--- src/rtl/picnic_verify_ctrl_if.sv ---
`default_nettype none
// =============================================================================
// picnic_verify_ctrl_if : request, verify-core and response bundle
// Revision: 1.0 - initial release
// =============================================================================
interface picnic_verify_ctrl_if #(
  parameter int HASH_W = 256,
  parameter int CNT_W  = 24
);
  logic              req_valid;
  logic              req_ready;
  logic [HASH_W-1:0] req_exp_ch;
  logic              core_start;
  logic              core_end;
  logic [HASH_W-1:0] core_ch;
  logic [HASH_W-1:0] core_cv;
  logic              resp_valid;
  logic              resp_ready;
  logic              resp_accept;
  logic              resp_timeout;
  logic [HASH_W-1:0] resp_ch;
  logic [HASH_W-1:0] resp_cv;
  logic [CNT_W-1:0]  resp_cycles;
  logic              busy;

  modport slave (
    input  req_valid, req_exp_ch, core_end, core_ch, core_cv, resp_ready,
    output req_ready, core_start, resp_valid, resp_accept, resp_timeout,
           resp_ch, resp_cv, resp_cycles, busy
  );

  modport master (
    output req_valid, req_exp_ch, core_end, core_ch, core_cv, resp_ready,
    input  req_ready, core_start, resp_valid, resp_accept, resp_timeout,
           resp_ch, resp_cv, resp_cycles, busy
  );
endinterface
`default_nettype wire

--- src/rtl/picnic_verify_ctrl.sv ---
`default_nettype none
// =============================================================================
// picnic_verify_ctrl : request-side start/end sequencer and challenge checker
// Revision: 1.0 - initial release
// =============================================================================
module picnic_verify_ctrl #(
  parameter int               HASH_W  = 256,
  parameter int               CNT_W   = 24,
  parameter logic [CNT_W-1:0] TIMEOUT = 24'd1_000_000
) (
  input  logic                 clk,
  input  logic                 reset,
  picnic_verify_ctrl_if.slave  bus
);

  localparam logic [CNT_W-1:0] LAST_CNT = TIMEOUT - 1'b1;

  typedef enum logic [1:0] {
    S_IDLE  = 2'd0,
    S_RUN   = 2'd1,
    S_DRAIN = 2'd2,
    S_RESP  = 2'd3
  } state_t;

  state_t            state_q, state_d;
  logic [CNT_W-1:0]  cnt_q, cnt_d;
  logic [HASH_W-1:0] exp_q, exp_d;
  logic              start_q, start_d;
  logic              rvalid_q, rvalid_d;
  logic              accept_q, accept_d;
  logic              tmo_q, tmo_d;
  logic [HASH_W-1:0] ch_q, ch_d;
  logic [HASH_W-1:0] cv_q, cv_d;
  logic [CNT_W-1:0]  cycles_q, cycles_d;

  always_comb begin
    state_d  = state_q;
    cnt_d    = cnt_q;
    exp_d    = exp_q;
    accept_d = accept_q;
    tmo_d    = tmo_q;
    ch_d     = ch_q;
    cv_d     = cv_q;
    cycles_d = cycles_q;
    case (state_q)
      S_IDLE: begin
        // A lingering completion level from the previous run blocks new work.
        if (bus.req_valid && !bus.core_end) begin
          exp_d   = bus.req_exp_ch;
          cnt_d   = '0;
          state_d = S_RUN;
        end
      end
      S_RUN: begin
        if (bus.core_end) begin
          ch_d     = bus.core_ch;
          cv_d     = bus.core_cv;
          accept_d = (bus.core_ch == exp_q);
          tmo_d    = 1'b0;
          cycles_d = cnt_q + 1'b1;
          state_d  = S_DRAIN;
        end else if (cnt_q == LAST_CNT) begin
          ch_d     = '0;
          cv_d     = '0;
          accept_d = 1'b0;
          tmo_d    = 1'b1;
          cycles_d = cnt_q + 1'b1;
          state_d  = S_DRAIN;
        end else begin
          cnt_d = cnt_q + 1'b1;
        end
      end
      S_DRAIN: begin
        if (!bus.core_end) begin
          state_d = S_RESP;
        end
      end
      S_RESP: begin
        if (bus.resp_ready) begin
          state_d = S_IDLE;
        end
      end
      default: state_d = S_IDLE;
    endcase
    // Handshake levels are registered copies of the upcoming state.
    start_d  = (state_d == S_RUN);
    rvalid_d = (state_d == S_RESP);
  end

  always_ff @(posedge clk) begin
    if (reset) begin
      state_q  <= S_IDLE;
      cnt_q    <= '0;
      exp_q    <= '0;
      start_q  <= 1'b0;
      rvalid_q <= 1'b0;
      accept_q <= 1'b0;
      tmo_q    <= 1'b0;
      ch_q     <= '0;
      cv_q     <= '0;
      cycles_q <= '0;
    end else begin
      state_q  <= state_d;
      cnt_q    <= cnt_d;
      exp_q    <= exp_d;
      start_q  <= start_d;
      rvalid_q <= rvalid_d;
      accept_q <= accept_d;
      tmo_q    <= tmo_d;
      ch_q     <= ch_d;
      cv_q     <= cv_d;
      cycles_q <= cycles_d;
    end
  end

  assign bus.req_ready    = (state_q == S_IDLE) && !bus.core_end;
  assign bus.busy         = (state_q != S_IDLE);
  assign bus.core_start   = start_q;
  assign bus.resp_valid   = rvalid_q;
  assign bus.resp_accept  = accept_q;
  assign bus.resp_timeout = tmo_q;
  assign bus.resp_ch      = ch_q;
  assign bus.resp_cv      = cv_q;
  assign bus.resp_cycles  = cycles_q;

endmodule
`default_nettype wire

--- src/flat_wrapper.sv ---
// flat-port wrapper written by rule: the top's interface ports become plain ports
module picnic_verify_ctrl_flat 
#(
  parameter int               HASH_W  = 256,
  parameter int               CNT_W   = 24,
  parameter logic [CNT_W-1:0] TIMEOUT = 24'd1_000_000
)
  (clk, reset, bus_req_valid, bus_req_exp_ch, bus_core_end, bus_core_ch, bus_core_cv, bus_resp_ready, bus_req_ready, bus_core_start, bus_resp_valid, bus_resp_accept, bus_resp_timeout, bus_resp_ch, bus_resp_cv, bus_resp_cycles, bus_busy);
  picnic_verify_ctrl_if #(.HASH_W(HASH_W), .CNT_W(CNT_W)) bus_i ();
  input  logic clk;
  input  logic reset;
  input wire logic [$bits(bus_i.req_valid)-1:0] bus_req_valid;
  input wire logic [$bits(bus_i.req_exp_ch)-1:0] bus_req_exp_ch;
  input wire logic [$bits(bus_i.core_end)-1:0] bus_core_end;
  input wire logic [$bits(bus_i.core_ch)-1:0] bus_core_ch;
  input wire logic [$bits(bus_i.core_cv)-1:0] bus_core_cv;
  input wire logic [$bits(bus_i.resp_ready)-1:0] bus_resp_ready;
  output wire logic [$bits(bus_i.req_ready)-1:0] bus_req_ready;
  output wire logic [$bits(bus_i.core_start)-1:0] bus_core_start;
  output wire logic [$bits(bus_i.resp_valid)-1:0] bus_resp_valid;
  output wire logic [$bits(bus_i.resp_accept)-1:0] bus_resp_accept;
  output wire logic [$bits(bus_i.resp_timeout)-1:0] bus_resp_timeout;
  output wire logic [$bits(bus_i.resp_ch)-1:0] bus_resp_ch;
  output wire logic [$bits(bus_i.resp_cv)-1:0] bus_resp_cv;
  output wire logic [$bits(bus_i.resp_cycles)-1:0] bus_resp_cycles;
  output wire logic [$bits(bus_i.busy)-1:0] bus_busy;
  assign bus_i.req_valid = bus_req_valid;
  assign bus_i.req_exp_ch = bus_req_exp_ch;
  assign bus_i.core_end = bus_core_end;
  assign bus_i.core_ch = bus_core_ch;
  assign bus_i.core_cv = bus_core_cv;
  assign bus_i.resp_ready = bus_resp_ready;
  assign bus_req_ready = bus_i.req_ready;
  assign bus_core_start = bus_i.core_start;
  assign bus_resp_valid = bus_i.resp_valid;
  assign bus_resp_accept = bus_i.resp_accept;
  assign bus_resp_timeout = bus_i.resp_timeout;
  assign bus_resp_ch = bus_i.resp_ch;
  assign bus_resp_cv = bus_i.resp_cv;
  assign bus_resp_cycles = bus_i.resp_cycles;
  assign bus_busy = bus_i.busy;
  picnic_verify_ctrl #(.HASH_W(HASH_W), .CNT_W(CNT_W), .TIMEOUT(TIMEOUT)) u_core (.clk(clk), .reset(reset), .bus(bus_i));
endmodule
--- config.mk ---
export PLATFORM = sky130hd
export DESIGN_NAME = picnic_verify_ctrl_flat
export DESIGN_NICKNAME = d
export VERILOG_FILES = /design/src/rtl/picnic_verify_ctrl_if.sv /design/src/rtl/picnic_verify_ctrl.sv /design/src/flat_wrapper.sv
export SDC_FILE = /design/constraint.sdc
export NUM_CORES = 2
export LEC_CHECK = 0
export BUFFER_PORTS_ARGS = -buffer_cell sky130_fd_sc_hd__buf_2
export CELL_PAD_IN_SITES_DETAIL_PLACEMENT = 0
export CELL_PAD_IN_SITES_GLOBAL_PLACEMENT = 1
export CORE_AREA = 2 2 511 513
export DETAILED_ROUTE_END_ITERATION = 6
export DIE_AREA = 0 0 513 515
export PLACE_DENSITY = 0.4
export SYNTH_ARGS = -nofsm -noshare
export SYNTH_HDL_FRONTEND = slang
export SYNTH_SLANG_ARGS = --single-unit
--- constraint.sdc ---
create_clock -name clk -period 1.74 [get_ports clk]
set_input_delay 0 -clock clk [delete_from_list [all_inputs] [get_ports clk]]
set_output_delay 0 -clock clk [all_outputs]
set_load 0.02 [all_outputs]
; ---- Word-level counts from Yosys, hierarchy flattened
; Index checks and enable logic that the tools add are counted.
[totals]
register_bits = 822
input_bits = 773
output_inout_bits = 542
wordCells = 50
[op_classes]
add_sub_neg = 1
n_eq_ne = 10
mux = 19
reduce_logical = 10
[ops]
columns = cell, count
row1 = 256-bit two-way mux, 3
row2 = 256-bit equality test, 1
row3 = 24-bit two-way mux, 5
row4 = 24-bit case mux with 2 select lines, 1
row5 = 24-bit by 1-bit adder with 24-bit output (second input constant), 1
row6 = 24-bit by 20-bit equality test with 1-bit output (second input constant), 1
row7 = 2-bit two-way mux, 5
row8 = 2-bit case mux with 4 select lines, 1
row9 = 2-bit equality test (second input constant), 3
row10 = 2-bit nonzero test, 3
row11 = 2-bit by 1-bit equality test with 1-bit output (second input constant), 2
row12 = 1-bit two-way mux, 4
row13 = 2-bit != test (second input constant), 2
row14 = 2-bit AND reduction, 2
row15 = 4-bit AND reduction, 1
row16 = 1-bit logical AND, 2
row17 = 2-bit zero test, 1
row18 = 2-bit by 1-bit != test with 1-bit output (second input constant), 1
row19 = 1-bit zero test, 1

; ---- Logic depth before layout (Yosys ltp)
[depth]
word_depth = 5
mapped_depth = 10
ltp_nobuf = 7

; ---- Worst setup path after synthesis
; No wires, ideal clock.
[synth_timing]
path_type = register -> register
startpoint = register u_core.state_q[0]
endpoint = register u_core.exp_q[225]
setup_ns = 0.070
arrival_time_ns = 1.972
required_ns = 1.670
path_slack_ns = -0.303
stages_incl_launch_ff = 9
path_buffers = 3
synth_period_minus_slack_ns = 2.043
cell_sequence = dfxtp_1 > or2_2 > nor2_1 > and2_1 > buf_2 > buf_2 > buf_1 > nand2_1 > a21oi_1
[synth_via]
elab_chain_cells = 2
[synth_lines]
columns = element, line
row1 = from (decl), picnic_verify_ctrl.sv:25  ; state_t state_q, state_d;
row2 = from (signal assigned), picnic_verify_ctrl.sv:103  ; state_q <= state_d;
row3 = 2-bit zero test, picnic_verify_ctrl.sv:45  ; case (state_q)
row4 = 2-bit AND reduction (no line), --
row5 = to (signal assigned), picnic_verify_ctrl.sv:105  ; exp_q <= exp_d;
row6 = to (decl), picnic_verify_ctrl.sv:27  ; logic [HASH_W-1:0] exp_q, exp_d;
; No other way between the ends.
; A chain may end at the register's enable or synchronous reset.

; ---- Worst setup path in the final report
[layout_timing]
startpoint = register u_core.exp_q[52]
endpoint = register u_core.accept_q (netlist: u_core.bus.resp_accept)
[layout_via]
elab_chain_cells = 2
[layout_lines]
columns = element, line
row1 = 256-bit equality test, picnic_verify_ctrl.sv:58  ; accept_d = (bus.core_ch == exp_q);
row2 = 1-bit two-way mux, picnic_verify_ctrl.sv:55  ; if (bus.core_end) begin
row3 = to (signal assigned), picnic_verify_ctrl.sv:108  ; accept_q <= accept_d;
row4 = to (decl), picnic_verify_ctrl.sv:30  ; logic accept_q, accept_d;
; No other way between the ends.

==> metrics.md <==
| Metric | Value |
|---|---|
| Status | `finished with violations` |
| Violated checks | `setup timing` |
| Unrepaired setup endpoints after global routing | `yes` |
| Via count | `42300` |
| Comb pwr share | `18.2%` |
| Top Ports | `1315` |
| WL/cell | `29.4 um` |
| Die Ht | `515 um` |
| Reg2reg path depth | `7` |
| Largest net degree at the start of global routing | `152` |
| Gpl congestion | `0.919` |
| Vias per inst | `4.07` |
| Post-Syn Instances | `4178` |
| Syn Area/Cell | `7.87 sq um` |
| Arrival time worst endpoint | `2920 ps` |
| Sequential cell fraction of total power | `35.9%` |
| GRT Util Overall | `21.8%` |
| Initial antenna violation count | `171` |
| Hold path depth | `4` |
| Post-synthesis sequential area ratio | `50.0%` |
| Total CTS buffers | `117` |
| H-Tree Depth | `3` |
| Clock Power Share | `45.9%` |
| Layout fillers | `28600` |
| Worst Skew | `22.3 ps` |
| Final ANT Viol Nets | `0` |
| Setup TNS | `-234130 ps` |
| Crit-path cells | `xor2_1 > a221o_1 > a2111oi_4 > nand4_1 > nor4_4 > nand4_1 > o21ai_1` |
| Final Setup Violations | `752` |
| Final Critical Period | `2230 ps` |
| CTS tree | `done` |
| Pre-antenna DRT Iters | `7` |
| Dpl hpwl | `245 mm` |
| P_sw | `16.7 mW` |
| CP startpoint kind | `flip-flop` |
| CTS clk-pin slew, worst paths | `60 ps` |
| CP max stage cell | `a221o_1` |
| Post-synthesis cell type count | `53` |
| Warnings from Yosys | `0` |
| IO Port Bufs | `1314` |
| Initial Util | `12.7%` |
| Final count of pins violating max slew | `0` |
| Ys flop type | `dfxtp_1` |
| Core area | `259000 sq um` |
| Chip width | `513 um` |
| Max-Cap Viols | `0` |
| Vias in the first global route | `41600` |
| Max frequency | `449 MHz` |
| Fin util | `25.0%` |
| Critical setup path kind | `reg -> reg` |
| Share of layout cells above drive strength 1 | `34.1%` |
| Peak supply drop | `763 uV` |
| Rows | `187` |
| Worst slew pin tran | `1070 ps` |
| Leak | `26.3 nW` |
| Hold Path Class | `in -> reg` |
| First-pass GRT wire length | `389 mm` |
| Iter 0 DRT Violations | `3039` |
| Crit path max fanout | `2` |
| CTS root buf | `clkbuf_16` |
| Total congestion overflow | `0` |
| Worst-skew pair later-pin latency | `770 ps` |
| Post-Syn Nets | `4952` |
| Tcrit/Tclk final | `128%` |
| CP required | `2440 ps` |
| Post-layout worst setup margin | `-485 ps` |
| Final Hold Fails | `0` |
| Post-synth EDFFs | `0` |
| CP peak stage delay | `370 ps` |
| Area Overhead vs Synth | `96.6%` |
| Internal power | `39.2 mW` |
| Switching part of the total | `29.9%` |
| Clock Path Buffers | `3` |
| WL final | `306 mm` |
| Drt drc | `0` |
| #FFs+latches synth | `822` |
| Cell Pwr Density | `865 nW/um^2` |
| Num Clock Sinks | `822` |
| Final nets | `7631` |
| Most common cell on crit path | `nand4_1` |
| DIE AREA | `264000 sq um` |
| FFs w/ async S/R, synth | `0%` |
| Slew headroom | `28.8%` |
| CP endpoint kind | `flip-flop` |
| Mapped Area | `32900 sq um` |
[stage by stage]
stage / area, sq um / setup WS, ps / power, mW / std cells / hold slack [ps]
3_3_place_gp: 47200 / -1230 / 28.2 / 9063 / 242
4_1_cts: 62100 / -497 / 56.6 / 10300 / 0.0920
3_5_place_dp: 47200 / -1130 / 28.2 / 9063 / 246
2_1_floorplan: 33000 / -38.8 / 23.0 / 4178 / 136
5_1_grt: 64600 / -576 / 58.0 / 10400 / 28.2
6_report: 64600 / -485 / 55.9 / 10400 / 74.4
[power groups by stage]
stage / Clock, mW / Sequential, mW / Combinational [mW]
4_1_cts: 26.6 / 20.0 / 10.0
6_report: 25.7 / 20.1 / 10.2
3_3_place_gp: 0 / 20.4 / 7.75
2_1_floorplan: 0 / 20.8 / 2.20
5_1_grt: 27.2 / 20.1 / 10.7
3_5_place_dp: 0 / 20.4 / 7.73
[metal layers]
layer | GRT usage (%) | wire length, um
met5 | 0 | 470
met4 | 4.33 | 6740
met3 | 6.63 | 24800
met2 | 33.0 | 131000
met1 | 30.3 | 143000
[cells in the mapped netlist, types with 3 or more instances]
cell type | instances | area share [%]
o21ai_1 | 9 | 0.14
o2111ai_1 | 15 | 0.40
buf_1 | 21 | 0.24
buf_2 | 83 | 1.3
nor2_1 | 68 | 0.78
nor2b_1 | 55 | 1.0
o21ai_0 | 7 | 0.11
inv_1 | 80 | 0.91
nor3b_1 | 5 | 0.11
o221ai_1 | 6 | 0.16
xnor2_1 | 71 | 1.9
buf_6 | 3 | 0.10
a2111oi_0 | 9 | 0.24
a31oi_1 | 3 | 0.057
nand3_1 | 522 | 7.9
a2111o_1 | 15 | 0.51
nor3_1 | 8 | 0.12
a211oi_2 | 11 | 0.42
and2_1 | 6 | 0.11
a21oi_1 | 790 | 12
a221oi_1 | 5 | 0.13
and3_1 | 10 | 0.19
xor2_1 | 92 | 2.5
nor4_1 | 41 | 0.78
nand2b_1 | 49 | 0.93
nand3_2 | 3 | 0.091
o2bb2ai_1 | 4 | 0.11
a211oi_1 | 10 | 0.23
nand2_1 | 1048 | 12
o22ai_1 | 22 | 0.42
nand4_1 | 27 | 0.51
dfxtp_1 | 822 | 50
buf_4 | 3 | 0.068
clkbuf_1 | 226 | 2.6
[worst max-delay path: cells and delay by family (launching register included)]
kind / cells / cell delay, ps
AO/OA/AOI/OAI: 3 / 850
AND/OR/NAND/NOR: 3 / 740
XOR/XNOR: 1 / 250
flip-flops: 1 / 320
[placed cells by master (no fill, tap or decap), drive strengths merged, types with 3 or more instances in the layout]
cell         count
xnor2           71
nor3b            5
nor3            10
a21oi          790
nor2            68
nand2b          49
clkinv          16
nor4            42
a2111oi          9
o21ai           16
a221oi           5
bufinv          12
a2111o          15
a31oi            3
clkinvlp         3
dfxtp          822
dlygate4sd3   1033
and2             6
a311oi           3
xor2            92
o2111ai         15
buf           1841
nor2b           55
nand2         1050
nand3          525
and3            10
inv             83
clkbuf         196
o22ai           22
o2bb2ai          4
a211oi          21
diode           54
o221ai           6
nand4           29
[logic make-up after synthesis]
kind of cell / synth area share, %
AOI/OAI and AO/OA: 15.3
adders and majority gates: 0.0380
DFF: 50.0
buffers and inverters: 5.17
xor gates and xnor gates: 4.34
and+or+nand+nor: 25.1
[timing repair]
action,CTS,global route
pin swaps,25,201
gates resized for setup,70,344
setup endpoints to repair,719,803
endpoints found under the hold margin,822,0
setup buffers,5,8
cloned,7,25
hold buffers,1033,0
[final timing paths]
check	from	endpoint	slack (ps)
setup / recovery	u_core.exp_q[52]$_SDFFE_PP0P_	u_core.bus.resp_accept$_SDFFE_PP0P_	-490
hold / removal	bus_core_ch[162]	u_core.bus.resp_ch[162]$_SDFFE_PP0P_	70
setup reg to reg	u_core.exp_q[52]$_SDFFE_PP0P_	u_core.bus.resp_accept$_SDFFE_PP0P_	-490
hold reg to reg	u_core.exp_q[33]$_SDFFE_PP0P_	u_core.exp_q[33]$_SDFFE_PP0P_	460
[flip-flops by register name, indices dropped and copies added (netlist names)]
register	cells
u_core.bus.resp_ch	256
u_core.bus.resp_cv	256
u_core.exp_q	256
u_core.bus.resp_cycles	24
u_core.cnt_q	24
u_core.state_q	2
u_core.bus.core_start	1
u_core.bus.resp_accept	1
u_core.bus.resp_timeout	1
u_core.bus.resp_valid	1
[layout make-up]
class	count	area [sq um]	area share, %
clock buffers	175	3450	5.33
well taps	3402	4260	6.58
diodes	54	135	0.209
repair buffers	2895	22800	35.3
clock inverters	34	512	0.792
multi-input cells	2941	16700	25.9
inverters	80	300	0.465
flip-flops and latches	822	16500	25.5
Power figures use the tool's default switching activity.
